[config.mk]
export PLATFORM = sky130hd
export DESIGN_NAME = regfile_wb_arbiter_flat
export DESIGN_NICKNAME = d
export VERILOG_FILES = /design/src/rtl/regfile_wb_arbiter_if.sv /design/src/rtl/regfile_wb_arbiter.sv /design/src/flat_wrapper.sv
export SDC_FILE = /design/constraint.sdc
export NUM_CORES = 1
export LEC_CHECK = 0
export BUFFER_PORTS_ARGS = -buffer_cell sky130_fd_sc_hd__buf_2
export CORE_MARGIN = 3
export CORE_UTILIZATION = 40
export CTS_BUF_LIST = sky130_fd_sc_hd__clkbuf_2
export DETAILED_ROUTE_END_ITERATION = 8
export PLACE_DENSITY_LB_ADDON = 0.15
export SYNTH_ARGS = -nofsm -noshare
export SYNTH_HDL_FRONTEND = slang
export SYNTH_SLANG_ARGS = --single-unit
[constraint.sdc]
create_clock -name clk -period 3.6 [get_ports clk]
set_input_delay 0.36 -clock clk [delete_from_list [all_inputs] [get_ports clk]]
set_output_delay 0.36 -clock clk [all_outputs]
set_load 0.005 [all_outputs]
[src/rtl/regfile_wb_arbiter_if.sv]
// Bundle of the WB/MC write-side, decode read-address and regfile write signals of regfile_wb_arbiter.
// The master side is the pipeline/MC environment; the slave side is the arbiter.
interface regfile_wb_arbiter_if #(
  parameter int unsigned DW = 32,
  parameter int unsigned AW = 5
) ();
  logic          wb_we;
  logic [AW-1:0] wb_waddr;
  logic [DW-1:0] wb_wdata;
  logic          mc_valid;
  logic          mc_ready;
  logic [AW-1:0] mc_waddr;
  logic [DW-1:0] mc_wdata;
  logic [AW-1:0] raddr1;
  logic [AW-1:0] raddr2;
  logic          rd_hazard1;
  logic          rd_hazard2;
  logic          stall_req;
  logic          waw_err;
  logic          we;
  logic [AW-1:0] waddr;
  logic [DW-1:0] wdata;

  modport master (
    output wb_we, wb_waddr, wb_wdata, mc_valid, mc_waddr, mc_wdata, raddr1, raddr2,
    input  mc_ready, rd_hazard1, rd_hazard2, stall_req, waw_err, we, waddr, wdata
  );

  modport slave (
    input  wb_we, wb_waddr, wb_wdata, mc_valid, mc_waddr, mc_wdata, raddr1, raddr2,
    output mc_ready, rd_hazard1, rd_hazard2, stall_req, waw_err, we, waddr, wdata
  );
endinterface

[src/rtl/regfile_wb_arbiter.sv]
// Regfile write-port arbiter: WB always wins, MC results queue in a small FIFO and drain on idle WB cycles.
// Optional WB_ARB_STATS_EN adds stat_stall_cyc / stat_mc_wr counters.
module regfile_wb_arbiter #(
  parameter int unsigned DW         = 32,
  parameter int unsigned AW         = 5,
  parameter int unsigned FIFO_DEPTH = 2,
  parameter int unsigned MAX_WAIT   = 4
) (
  input  logic                      clk,
  input  logic                      rst,
  regfile_wb_arbiter_if.slave       bus
`ifdef WB_ARB_STATS_EN
  ,
  output logic [31:0]               stat_stall_cyc,
  output logic [31:0]               stat_mc_wr
`endif
);

  localparam int unsigned PW = $clog2(FIFO_DEPTH);
  localparam int unsigned CW = PW + 1;
  localparam int unsigned WW = $clog2(MAX_WAIT + 1);

  typedef enum logic [1:0] {
    GNT_IDLE,
    GNT_WB,
    GNT_MC
  } gnt_e;

  logic [AW-1:0]         r_mem_addr [FIFO_DEPTH];
  logic [DW-1:0]         r_mem_data [FIFO_DEPTH];
  logic [PW-1:0]         r_rd_ptr;
  logic [PW-1:0]         r_wr_ptr;
  logic [CW-1:0]         r_count;
  logic [WW-1:0]         r_wait_cnt;
  logic                  r_we;
  logic [AW-1:0]         r_waddr;
  logic [DW-1:0]         r_wdata;
  logic                  r_stall_req;
  logic                  r_waw_err;

  logic                  w_full;
  logic                  w_empty;
  logic                  w_mc_ready;
  logic                  w_push;
  logic                  w_pop;
  logic                  w_wb_req;
  gnt_e                  w_gnt;
  logic [FIFO_DEPTH-1:0] w_slot_vld;
  logic                  w_hit1;
  logic                  w_hit2;
  logic                  w_hit_wb;
  logic [WW-1:0]         w_wait_nxt;

  assign w_full     = (r_count == CW'(FIFO_DEPTH));
  assign w_empty    = (r_count == '0);
  assign w_mc_ready = !rst && !w_full;
  assign w_wb_req   = bus.wb_we && (bus.wb_waddr != '0);
  // Writes to r0 are accepted from MC but never stored.
  assign w_push     = bus.mc_valid && w_mc_ready && (bus.mc_waddr != '0);

  always_comb begin
    w_gnt = GNT_IDLE;
    if (w_wb_req)      w_gnt = GNT_WB;
    else if (!w_empty) w_gnt = GNT_MC;
  end

  assign w_pop = (w_gnt == GNT_MC);

  // A slot is live when its distance from the read pointer is below the occupancy.
  always_comb begin
    w_slot_vld = '0;
    for (int unsigned j = 0; j < FIFO_DEPTH; j++) begin
      w_slot_vld[j] = ({1'b0, PW'(PW'(j) - r_rd_ptr)} < r_count);
    end
  end

  always_comb begin
    w_hit1   = 1'b0;
    w_hit2   = 1'b0;
    w_hit_wb = 1'b0;
    for (int unsigned j = 0; j < FIFO_DEPTH; j++) begin
      if (w_slot_vld[j]) begin
        if (r_mem_addr[j] == bus.raddr1)   w_hit1   = 1'b1;
        if (r_mem_addr[j] == bus.raddr2)   w_hit2   = 1'b1;
        if (r_mem_addr[j] == bus.wb_waddr) w_hit_wb = 1'b1;
      end
    end
  end

  always_comb begin
    w_wait_nxt = r_wait_cnt;
    if (w_pop || w_empty)                w_wait_nxt = '0;
    else if (r_wait_cnt < WW'(MAX_WAIT)) w_wait_nxt = r_wait_cnt + WW'(1);
  end

  always_ff @(posedge clk) begin
    if (w_push) begin
      r_mem_addr[r_wr_ptr] <= bus.mc_waddr;
      r_mem_data[r_wr_ptr] <= bus.mc_wdata;
    end
  end

  always_ff @(posedge clk or posedge rst) begin
    if (rst) begin
      r_rd_ptr    <= '0;
      r_wr_ptr    <= '0;
      r_count     <= '0;
      r_wait_cnt  <= '0;
      r_we        <= 1'b0;
      r_waddr     <= '0;
      r_wdata     <= '0;
      r_stall_req <= 1'b0;
      r_waw_err   <= 1'b0;
    end else begin
      if (w_push) r_wr_ptr <= r_wr_ptr + PW'(1);
      if (w_pop)  r_rd_ptr <= r_rd_ptr + PW'(1);
      case ({w_push, w_pop})
        2'b10:   r_count <= r_count + CW'(1);
        2'b01:   r_count <= r_count - CW'(1);
        default: r_count <= r_count;
      endcase
      r_wait_cnt  <= w_wait_nxt;
      r_stall_req <= (w_wait_nxt >= WW'(MAX_WAIT));
      r_waw_err   <= w_wb_req && w_hit_wb;
      case (w_gnt)
        GNT_WB: begin
          r_we    <= 1'b1;
          r_waddr <= bus.wb_waddr;
          r_wdata <= bus.wb_wdata;
        end
        GNT_MC: begin
          r_we    <= 1'b1;
          r_waddr <= r_mem_addr[r_rd_ptr];
          r_wdata <= r_mem_data[r_rd_ptr];
        end
        default: r_we <= 1'b0;
      endcase
    end
  end

  assign bus.mc_ready   = w_mc_ready;
  assign bus.rd_hazard1 = w_hit1 && (bus.raddr1 != '0);
  assign bus.rd_hazard2 = w_hit2 && (bus.raddr2 != '0);
  assign bus.stall_req  = r_stall_req;
  assign bus.waw_err    = r_waw_err;
  assign bus.we         = r_we;
  assign bus.waddr      = r_waddr;
  assign bus.wdata      = r_wdata;

`ifdef WB_ARB_STATS_EN
  logic [31:0] r_stat_stall_cyc;
  logic [31:0] r_stat_mc_wr;

  always_ff @(posedge clk or posedge rst) begin
    if (rst) begin
      r_stat_stall_cyc <= '0;
      r_stat_mc_wr     <= '0;
    end else begin
      if (r_stall_req) r_stat_stall_cyc <= r_stat_stall_cyc + 32'd1;
      if (w_pop)       r_stat_mc_wr     <= r_stat_mc_wr + 32'd1;
    end
  end

  assign stat_stall_cyc = r_stat_stall_cyc;
  assign stat_mc_wr     = r_stat_mc_wr;
`endif

endmodule
[src/flat_wrapper.sv]
// flat-port wrapper written by rule: the top's interface ports become plain ports
module regfile_wb_arbiter_flat 
#(
  parameter int unsigned DW         = 32,
  parameter int unsigned AW         = 5,
  parameter int unsigned FIFO_DEPTH = 2,
  parameter int unsigned MAX_WAIT   = 4
)
  (clk, rst, bus_wb_we, bus_wb_waddr, bus_wb_wdata, bus_mc_valid, bus_mc_waddr, bus_mc_wdata, bus_raddr1, bus_raddr2, bus_mc_ready, bus_rd_hazard1, bus_rd_hazard2, bus_stall_req, bus_waw_err, bus_we, bus_waddr, bus_wdata);
  regfile_wb_arbiter_if #(.DW(DW), .AW(AW)) bus_i ();
  input  logic clk;
  input  logic rst;
  input wire logic [$bits(bus_i.wb_we)-1:0] bus_wb_we;
  input wire logic [$bits(bus_i.wb_waddr)-1:0] bus_wb_waddr;
  input wire logic [$bits(bus_i.wb_wdata)-1:0] bus_wb_wdata;
  input wire logic [$bits(bus_i.mc_valid)-1:0] bus_mc_valid;
  input wire logic [$bits(bus_i.mc_waddr)-1:0] bus_mc_waddr;
  input wire logic [$bits(bus_i.mc_wdata)-1:0] bus_mc_wdata;
  input wire logic [$bits(bus_i.raddr1)-1:0] bus_raddr1;
  input wire logic [$bits(bus_i.raddr2)-1:0] bus_raddr2;
  output wire logic [$bits(bus_i.mc_ready)-1:0] bus_mc_ready;
  output wire logic [$bits(bus_i.rd_hazard1)-1:0] bus_rd_hazard1;
  output wire logic [$bits(bus_i.rd_hazard2)-1:0] bus_rd_hazard2;
  output wire logic [$bits(bus_i.stall_req)-1:0] bus_stall_req;
  output wire logic [$bits(bus_i.waw_err)-1:0] bus_waw_err;
  output wire logic [$bits(bus_i.we)-1:0] bus_we;
  output wire logic [$bits(bus_i.waddr)-1:0] bus_waddr;
  output wire logic [$bits(bus_i.wdata)-1:0] bus_wdata;
  assign bus_i.wb_we = bus_wb_we;
  assign bus_i.wb_waddr = bus_wb_waddr;
  assign bus_i.wb_wdata = bus_wb_wdata;
  assign bus_i.mc_valid = bus_mc_valid;
  assign bus_i.mc_waddr = bus_mc_waddr;
  assign bus_i.mc_wdata = bus_mc_wdata;
  assign bus_i.raddr1 = bus_raddr1;
  assign bus_i.raddr2 = bus_raddr2;
  assign bus_mc_ready = bus_i.mc_ready;
  assign bus_rd_hazard1 = bus_i.rd_hazard1;
  assign bus_rd_hazard2 = bus_i.rd_hazard2;
  assign bus_stall_req = bus_i.stall_req;
  assign bus_waw_err = bus_i.waw_err;
  assign bus_we = bus_i.we;
  assign bus_waddr = bus_i.waddr;
  assign bus_wdata = bus_i.wdata;
  regfile_wb_arbiter #(.DW(DW), .AW(AW), .FIFO_DEPTH(FIFO_DEPTH), .MAX_WAIT(MAX_WAIT)) u_core (.clk(clk), .rst(rst), .bus(bus_i));
endmodule
### Word-level counts from Yosys, hierarchy flattened

Memory sizes are Yosys's and may differ from the RTL's.
Cells that the tools add are included.

| cells by class | value |
|---|---|
| add/sub/neg operators | 7 |
| order comparisons | 4 |
| equal/unequal tests | 11 |
| mux-type cells | 22 |
| reduce and logical (&&, ||, !) cells | 18 |

Operators by type and width:

| cell | number |
|---|---|
| case mux 32 bit (2 select lines) | 1 |
| equality test 5 bit | 6 |
| nonzero test 5 bit | 4 |
| two-way mux 1 bit | 15 |
| case mux 5 bit (2 select lines) | 1 |
| logical AND 1 bit | 7 |
| equality test 2 bit, second input constant | 3 |
| two-way mux 3 bit | 2 |
| equality test 2 x 1 -> 1 bit, second input constant | 2 |
| < comparator 1 x 2 -> 1 bit | 2 |
| two-way mux 2 bit | 2 |
| case mux 2 bit (2 select lines) | 1 |
| nonzero test 2 bit | 2 |
| adder 3 x 1 -> 3 bit, second input constant | 1 |
| >= comparator 3 bit, second input constant | 1 |
| < comparator 3 bit, second input constant | 1 |
| adder 1 bit, second input constant | 2 |
| adder 2 x 1 -> 2 bit, second input constant | 1 |
| zero test 1 bit | 2 |
| zero test 2 bit | 1 |
| OR reduction 2 bit | 1 |
| subtractor 1 bit, first input constant | 2 |
| subtractor 2 x 1 -> 2 bit, second input constant | 1 |
| logical OR 1 bit | 1 |

| word-level totals | value |
|---|---|
| flip-flop bits (word level) | 47 |
| memory bits (writable) | 74 |
| input bits | 88 |
| output and inout bits | 43 |
| logic and storage cells | 73 |
| memories | 2 |

Memory list:

| memory | depth | bits a word | rd ports | clocked after memory_dff | write ports | line | RTL |
|---|---|---|---|---|---|---|---|
| u_core.r_mem_data | 2 | 32 | 1 | 0 | 1 | regfile_wb_arbiter.sv:30 | `logic [DW-1:0] r_mem_data [FIFO_DEPTH];` |
| u_core.r_mem_addr | 2 | 5 | 3 | 0 | 1 | regfile_wb_arbiter.sv:29 | `logic [AW-1:0] r_mem_addr [FIFO_DEPTH];` |

### Depth between registers and ports, before layout

Gate-level depths: netlist of the first run.

| depth | value |
|---|---|
| depth in word-level cells | 7 |
| mapped depth | 9 |

### Least setup slack after synthesis of the first run

No wires, ideal clock.

| path | value |
|---|---|
| kind | register to register |
| start point | register u_core.r_count[0] |
| end point | memory u_core.r_mem_addr[0][0] (enable) |
| arrival | 2.575 ns |
| path slack | 0.593 ns |
| stages on the path, launching flop included | 6 |
| period minus slack after synthesis | 3.007 ns |
| path through | dfrtp_1 -> clkbuf_1 -> inv_1 -> a21oi_1 -> o211ai_1 -> nor2_1 |

| between the ends | value |
|---|---|
| cells in the longest elaborated chain, start to end | 7 |

RTL lines:

| element | line | RTL |
|---|---|---|
| from (decl) | regfile_wb_arbiter.sv:33 | `logic [CW-1:0] r_count;` |
| from (signal assigned) | regfile_wb_arbiter.sv:118 | `2'b10: r_count <= r_count + CW'(1);` |
| from (signal assigned) | regfile_wb_arbiter.sv:119 | `2'b01: r_count <= r_count - CW'(1);` |
| from (signal assigned) | regfile_wb_arbiter.sv:120 | `default: r_count <= r_count;` |
| equality test 2 bit | regfile_wb_arbiter.sv:54 | `assign w_full = (r_count == CW'(FIFO_DEPTH));` |
| zero test 1 bit | regfile_wb_arbiter.sv:56 | `assign w_mc_ready = !rst && !w_full;` |
| logical AND 1 bit | regfile_wb_arbiter.sv:56 |  |
| net bus_mc_ready | flat_wrapper.sv:21 | `output wire logic [$bits(bus_i.mc_ready)-1:0] bus_mc_ready;` |
| logical AND 1 bit (2 in a row) | regfile_wb_arbiter.sv:59 | `assign w_push = bus.mc_valid && w_mc_ready && (bus.mc_waddr != '0);` |
| two-way mux 1 bit | regfile_wb_arbiter.sv:97 | `if (w_push) begin` |
| two-way mux 1 bit (not written as such) | regfile_wb_arbiter.sv:98 | `r_mem_addr[r_wr_ptr] <= bus.mc_waddr;` |
| to (decl) | regfile_wb_arbiter.sv:29 |  |

The timed path passes the listed nets, and every way through them passes these cells.

==> results of run 1 <==
flip-flops by register name (all words and copies together) (netlist names):
signal                count
u_core.r_wait_cnt         2
u_core.r_mem_addr        10
u_core.bus.stall_req      1
u_core.r_wr_ptr           1
u_core.bus.wdata         32
u_core.bus.we             1
u_core.bus.waw_err        1
u_core.r_rd_ptr           1
u_core.r_mem_data        64
u_core.r_count            2
u_core.bus.waddr          5
through the flow:
step           std cells  area (sq um)  util [%]  hold WS (ns)  worst slack (ns)
2_1_floorplan        406          5090         -         0.459             0.593
3_3_place_gp         688          5910      48.4         0.529              1.22
3_5_place_dp         688          5910      48.4         0.546              1.18
4_1_cts              800          6920      56.6        0.0894              1.02
5_1_grt              800          6920      56.6         0.173             0.911
6_report             800          6920      56.6         0.172              1.12
placed cells by master, fill, tap and decap left out, types with 2 or more instances in the layout:
cell           instances
a21oi_1               42
buf_2                130
buf_4                  6
bufinv_16              2
clkbuf_2              20
clkinv_1               2
clkinv_2               7
dfrtp_1               45
dlygate4sd3_1         80
edfxtp_1              74
ha_1                   2
inv_1                  2
mux2i_1               38
nand2_1               38
nand3_1                6
nor2_1                41
nor2_4                 3
nor3_1                 3
nor4_1                 6
o21ai_0               36
o21ai_1                2
or4_1                  4
xnor2_1               12
xor2_1                23
where the power goes:
group          internal [mW]  switching (mW)
clock network          0.313           0.463
logic                  0.575           0.720
registers               1.75           0.169
total                   2.63            1.35
per-layer routing:
metal	routed length, um	share of wire (%)	GRT usage, %	vias up
met5	0	0	0	-
met4	193	1.6	6.81	0
met3	717	6.0	5.36	15
met2	5800	49	29.3	126
met1	5200	44	22.7	1800
li1	-	-	-	1870
worst paths after layout:
kind,startpoint,to,slack [ns],cells past startpoint
worst max-delay path,u_core.r_mem_addr[0][4],bus_rd_hazard2,1.12,5
min in group asynchronous,rst,u_core.bus.waddr[3],0.52,3
worst min-delay path,bus_wb_we,u_core.bus.waw_err,0.17,3
max in group asynchronous,rst,u_core.r_rd_ptr,2.38,3
worst min register to register,u_core.r_wr_ptr,u_core.r_wr_ptr,0.57,1
worst max register to register,u_core.r_count[0],u_core.r_mem_data[1][10],1.36,5
what timing repair did:
item	in CTS	in global routing
hold buffers	80	0
endpoints found under the hold margin	158	0
setup endpoints to repair	0	0
layout make-up:
cell class,count,area [sq um]
fill,1092,5290
sequential,120,3370
multi-input combinational,261,1620
timing repair buffer,216,1500
tap,168,210
clock inverter,12,110
clock buffer,20,100
inverter,3,11.3
cell families (layout without fill, tap and decap cells):
group / after synthesis / after routing / share of synthesized area (%)
DFF: 120 / 120 / 66.3
and+or+nand+nor: 102 / 102 / 8.66
AOI/OAI and AO/OA: 83 / 83 / 8.31
muxes: 38 / 38 / 7.48
xor gates and xnor gates: 36 / 36 / 6.35
buffers and inverters: 25 / 251 / 2.39
adders and majority gates: 2 / 2 / 0.492
worst max-delay path: stages (launching register included):
cell	delay, ns
edfxtp_1	0.53
xor2_1	0.20
nor4_1	0.34
nand3_1	0.12
a21oi_1	0.15
buf_2	0.12
==> flow_summary.json, run 1 <==
{
  "outcome": "finished, final reports clean",
  "area.growth.synth_to_final_pct": 36.0,
  "ys_types": 24,
  "timing.setup.tns_ns": 0,
  "ys_ff_latch": 120,
  "ir_worst_vdd_v": 0.000258,
  "fp.dieArea_sq_um": 14100,
  "h-tree-depth": 4,
  "cts_resized": 0,
  "hold_class": "primary input to flop",
  "p_leak_nw": 2.96,
  "netlist_area_sq_um": 5090,
  "criticalPathCategory": "flop to primary output",
  "clock_sinks": 120,
  "async_flop_share_pct": 38.3,
  "synthTopCellsByArea": "edfxtp_1, dfrtp_1, mux2i_1, a21oi_1, xor2_1",
  "yosys.area.top_type": "edfxtp_1",
  "tritoncts": "built",
  "arrival_ns": 2.12,
  "synthTopCellsByCount": "edfxtp_1, dfrtp_1, nor2_1, a21oi_1",
  "cp-start-kind": "flop",
  "wl_per_cell_um": 14.9,
  "p_per_area_nw_per_um2": 576,
  "num_antenna_cells": 0,
  "fmax_ghz": 0.403,
  "critPathCaptureType": "primary output",
  "synth_ff_type": "edfxtp_1",
  "gp_congestion": 0.884,
  "fin_worst_skew_ns": 0.0199,
  "grt_pass1_wl_mm": 20.0,
  "start_util_pct": 41.6,
  "synth_top_area_share_pct": 43.7,
  "synth.avg_cell_area_sq_um": 12.5,
  "hold_viol": 0,
  "drt-total-wl_mm": 11.9,
  "clock-root-buffer": "clkbuf_2",
  "grt_overflow": 0,
  "drv_slew": 0,
  "worstSkewPairLatency_ns": 0.66,
  "netlist_instances": 406,
  "track_usage_pct": 18.0,
  "ant_nets": 0,
  "grt_pass1_vias": 3994,
  "drc": 0,
  "antenna_found_initial": 0,
  "period_share_pct": 69.0,
  "synth.most_common_cell": "edfxtp_1",
  "yosysWarnings": 0,
  "tightest_slew_ns": 1.04,
  "ys_seq_area_share_pct": 66.3,
  "die_h_um": 119,
  "setup_viol": 0,
  "rows": 40,
  "synth_edf_count": 74,
  "firstDrtPassIters": 4,
  "syn_nets": 496,
  "nNetsFinal": 709,
  "dp_hpwl_mm": 7.62,
  "required_ns": 3.24,
  "rsz0062_at_grt": "false",
  "postCtsSetupBuffers": 0,
  "routed_via_density": 4.76,
  "vias": 3811,
  "clkTransAtPathRegs_ns": 0.17,
  "p_total_mw": 3.98,
  "drtIter0Drc": 280,
  "cts_buffer_depth": 2,
  "slew-limit-headroom_pct": 30.6,
  "cp_max_fo": 4,
  "die_w_um": 119,
  "cap_violations": 0,
  "io_buffers": 130,
  "grt_max_degree": 71,
  "cts_buffers": 17,
  "ios": 131,
  "drive_gt1_share_pct": 27.5,
  "finalCriticalPeriod_ns": 2.48,
  "core_sq_um": 12200
}
Note: power is estimated with default switching activity, not from simulation.
==> run 2, diff against run 1 <==
--- a/config.mk
+++ b/config.mk
@@ -5,6 +5,7 @@
 export SDC_FILE = /design/constraint.sdc
 export NUM_CORES = 1
 export LEC_CHECK = 0
+export ABC_AREA = 1
 export BUFFER_PORTS_ARGS = -buffer_cell sky130_fd_sc_hd__buf_2
 export CORE_MARGIN = 3
 export CORE_UTILIZATION = 40
==> constraint.sdc (replaced) <==
create_clock -name clk -period 2.15 [get_ports clk]
set_input_delay 0.215 -clock clk [delete_from_list [all_inputs] [get_ports clk]]
set_output_delay 0.215 -clock clk [all_outputs]
set_load 0.005 [all_outputs]
==> flow_summary.json, run 2 <==
{
  "vias": 4838,
  "yosysWarnings": 0,
  "tightest_slew_ns": 0.743,
  "ys_seq_area_share_pct": 62.4,
  "worstSkewPairLatency_ns": 0.66,
  "timing.rr.end": "u_core.r_mem_data[1][8]",
  "drc": 0,
  "crit_chain": "nand2_1 -> nand2_1 -> nor2_1 -> nand3_1 -> a21oi_2 -> buf_2",
  "fin_worst_skew_ns": 0.0234,
  "drtIter0Drc": 417,
  "hp-start": "bus_mc_valid",
  "rows": 41,
  "io_buffers": 130,
  "detailed_place.area_sq_um": 6260,
  "hold_viol": 0,
  "synth_compound_area_share_pct": 1.30,
  "ant_nets": 0,
  "min_path_cells": 3,
  "rr_worst_depth": 5,
  "layout_common_cells": "nand2_1, buf_2, nand3_1",
  "fill_cells": 1163,
  "r2r-start": "u_core.r_count[1]",
  "synth.most_common_cell": "nand2_1",
  "die_w_um": 122,
  "dp_hpwl_mm": 9.78,
  "period_share_pct": 97.2,
  "synth_ff_type": "edfxtp_1",
  "grt_overflow": 0,
  "timing.setup.tns_ns": 0,
  "criticalPathCategory": "flop to primary output",
  "drv_slew": 0,
  "rrSetupSlack_ns": 0.17,
  "die_h_um": 122,
  "critical-path-slowest-cell": "edfxtp_1",
  "setup_viol": 0,
  "wl_per_cell_um": 15.0,
  "largest_reg_flops": 64,
  "clock_sinks": 120,
  "dp_slack_ns": 0.242,
  "cp-start-kind": "flop",
  "netlist_area_sq_um": 5410,
  "cp_max_fo": 5,
  "area.growth.synth_to_final_pct": 35.2,
  "cp.buffers_inverters": 1,
  "arrival_ns": 1.88,
  "hold_class": "primary input to flop",
  "yosys.area_share.simple_pct": 29.3,
  "worst_slack_ns": 0.0592,
  "critPathTopFamily": "flip-flops",
  "synthTopCellsByCount": "nand2_1, nand3_1, edfxtp_1, dfrtp_1, inv_1",
  "syn_nets": 672,
  "drt-total-wl_mm": 14.8,
  "synth_top_area_share_pct": 41.1,
  "synth_top_family_by_area": "simple AND/OR/NAND/NOR gates",
  "routed_via_density": 4.89,
  "synth.avg_cell_area_sq_um": 9.29,
  "cp_slowest_stage_delay_ns": 0.52,
  "synth_edf_count": 74,
  "p_per_area_nw_per_um2": 935,
  "fp.dieArea_sq_um": 15000,
  "ys_types": 21,
  "synthTopCellsByArea": "edfxtp_1, dfrtp_1, nand2_1, nand3_1, inv_1",
  "ys_ff_latch": 120,
  "instances_no_fill": 989,
  "cap_violations": 0,
  "stdcell_area_sq_um": 7310,
  "grt_pass1_wl_mm": 23.7,
  "track_usage_pct": 20.7,
  "gp_congestion": 0.875,
  "fmax_ghz": 0.478,
  "tritoncts": "built",
  "critPathCaptureType": "primary output",
  "synth_xor_area_share_pct": 0.972,
  "p_leak_nw": 3.47,
  "firstDrtPassIters": 5,
  "antenna_found_initial": 0,
  "synth.mux.area_fraction_pct": 0.185,
  "h-tree-depth": 4,
  "ios": 131,
  "core_sq_um": 12900,
  "hold_path_end": "u_core.r_wr_ptr",
  "required_ns": 1.93,
  "drive_gt1_share_pct": 25.2,
  "cts_buffer_depth": 2,
  "grt_pass1_vias": 4786,
  "layout_commonest_cell": "nand2_1",
  "num_antenna_cells": 0,
  "yosys.area.top_type": "edfxtp_1",
  "outcome": "finished, final reports clean",
  "grt_max_degree": 55,
  "slew-limit-headroom_pct": 50.4,
  "dp.cells": 872,
  "ir_worst_vdd_v": 0.000519,
  "clkTransAtPathRegs_ns": 0.19,
  "cp_common_cell": "nand2_1",
  "rsz0062_at_grt": "true",
  "clock-root-buffer": "clkbuf_2",
  "start_util_pct": 41.8,
  "async_flop_share_pct": 38.3,
  "synthAdderAreaFrac_pct": 0.463,
  "nNetsFinal": 894,
  "netlist_instances": 582,
  "finalCriticalPeriod_ns": 2.09,
  "top_register": "u_core.r_mem_data",
  "cts_buffers": 17
}
## run 2: logic make-up (layout without fill, tap and decap cells)
family,after synthesis,count (layout)
AO/OA/AOI/OAI,14,14
XOR/XNOR,6,6
adder cells (fa/ha/maj),2,2
buffers and inverters,60,295
flip-flops,120,120
multiplexers,1,1
AND/OR/NAND/NOR,379,379
## run 2: metrics by stage
stage	util (%)	hold WS, ns	total power [mW]
global route	56.6	0.0444	7.38
global placement	48.4	0.406	5.47
CTS	56.2	0.0290	6.89
detailed placement	48.4	0.406	5.51
floorplan	-	0.314	4.59
finish	56.6	0.121	6.84
## run 2: tightest hold or removal path: cells and delay by family
family                    cells  cell delay [ns]
and+or+nand+nor               1             0.30
buffers and inverters         1             0.11
xor gates and xnor gates      1             0.12
## run 2: layout make-up
| type | instances | area [sq um] | share of cell area (%) |
|---|---|---|---|
| inverters | 33 | 124 | 1.69 |
| repair buffers | 230 | 1620 | 22.1 |
| well taps | 172 | 215 | 2.94 |
| clock buffers | 17 | 85.1 | 1.16 |
| clock inverters | 15 | 105 | 1.44 |
| flip-flops and latches | 120 | 3380 | 46.2 |
| multi-input cells | 402 | 1790 | 24.4 |
## run 2: how the worst max path moves through the flow
stage / startpoint / endpoint / depth (start not counted)
after CTS: u_core.r_mem_addr[1][4] / bus_rd_hazard2 / 7
after floorplan: u_core.r_count[0] / u_core.r_mem_addr[0][0] / 4
after global placement: u_core.r_count[0] / u_core.r_count[1] / 7
after detailed placement: u_core.r_count[0] / u_core.r_count[1] / 7
after global routing: u_core.r_mem_addr[0][4] / bus_rd_hazard1 / 7
final: u_core.r_mem_addr[1][4] / bus_rd_hazard1 / 6
## run 2: power breakdown
group | switching [mW] | internal, mW | total [mW]
Combinational | 1.49 | 0.963 | 2.45
Sequential | 0.245 | 2.95 | 3.20
Clock | 0.894 | 0.295 | 1.19
Total | 2.63 | 4.21 | 6.84
## run 2: repair_timing
item	in CTS	in global routing
pin swaps	0	3
buffers inserted	5	3
hold buffers	77	0
setup endpoints to repair	2	2
endpoints found under the hold margin	142	0
cloned	0	0
resized for setup	5	11
## run 2: routing by layer
layer	routed length, um	share of wire [%]	track usage (%)
met1	6440	43	26.5
met2	7300	49	34.8
met3	881	5.9	5.30
met4	218	1.5	6.02
met5	0	0	0
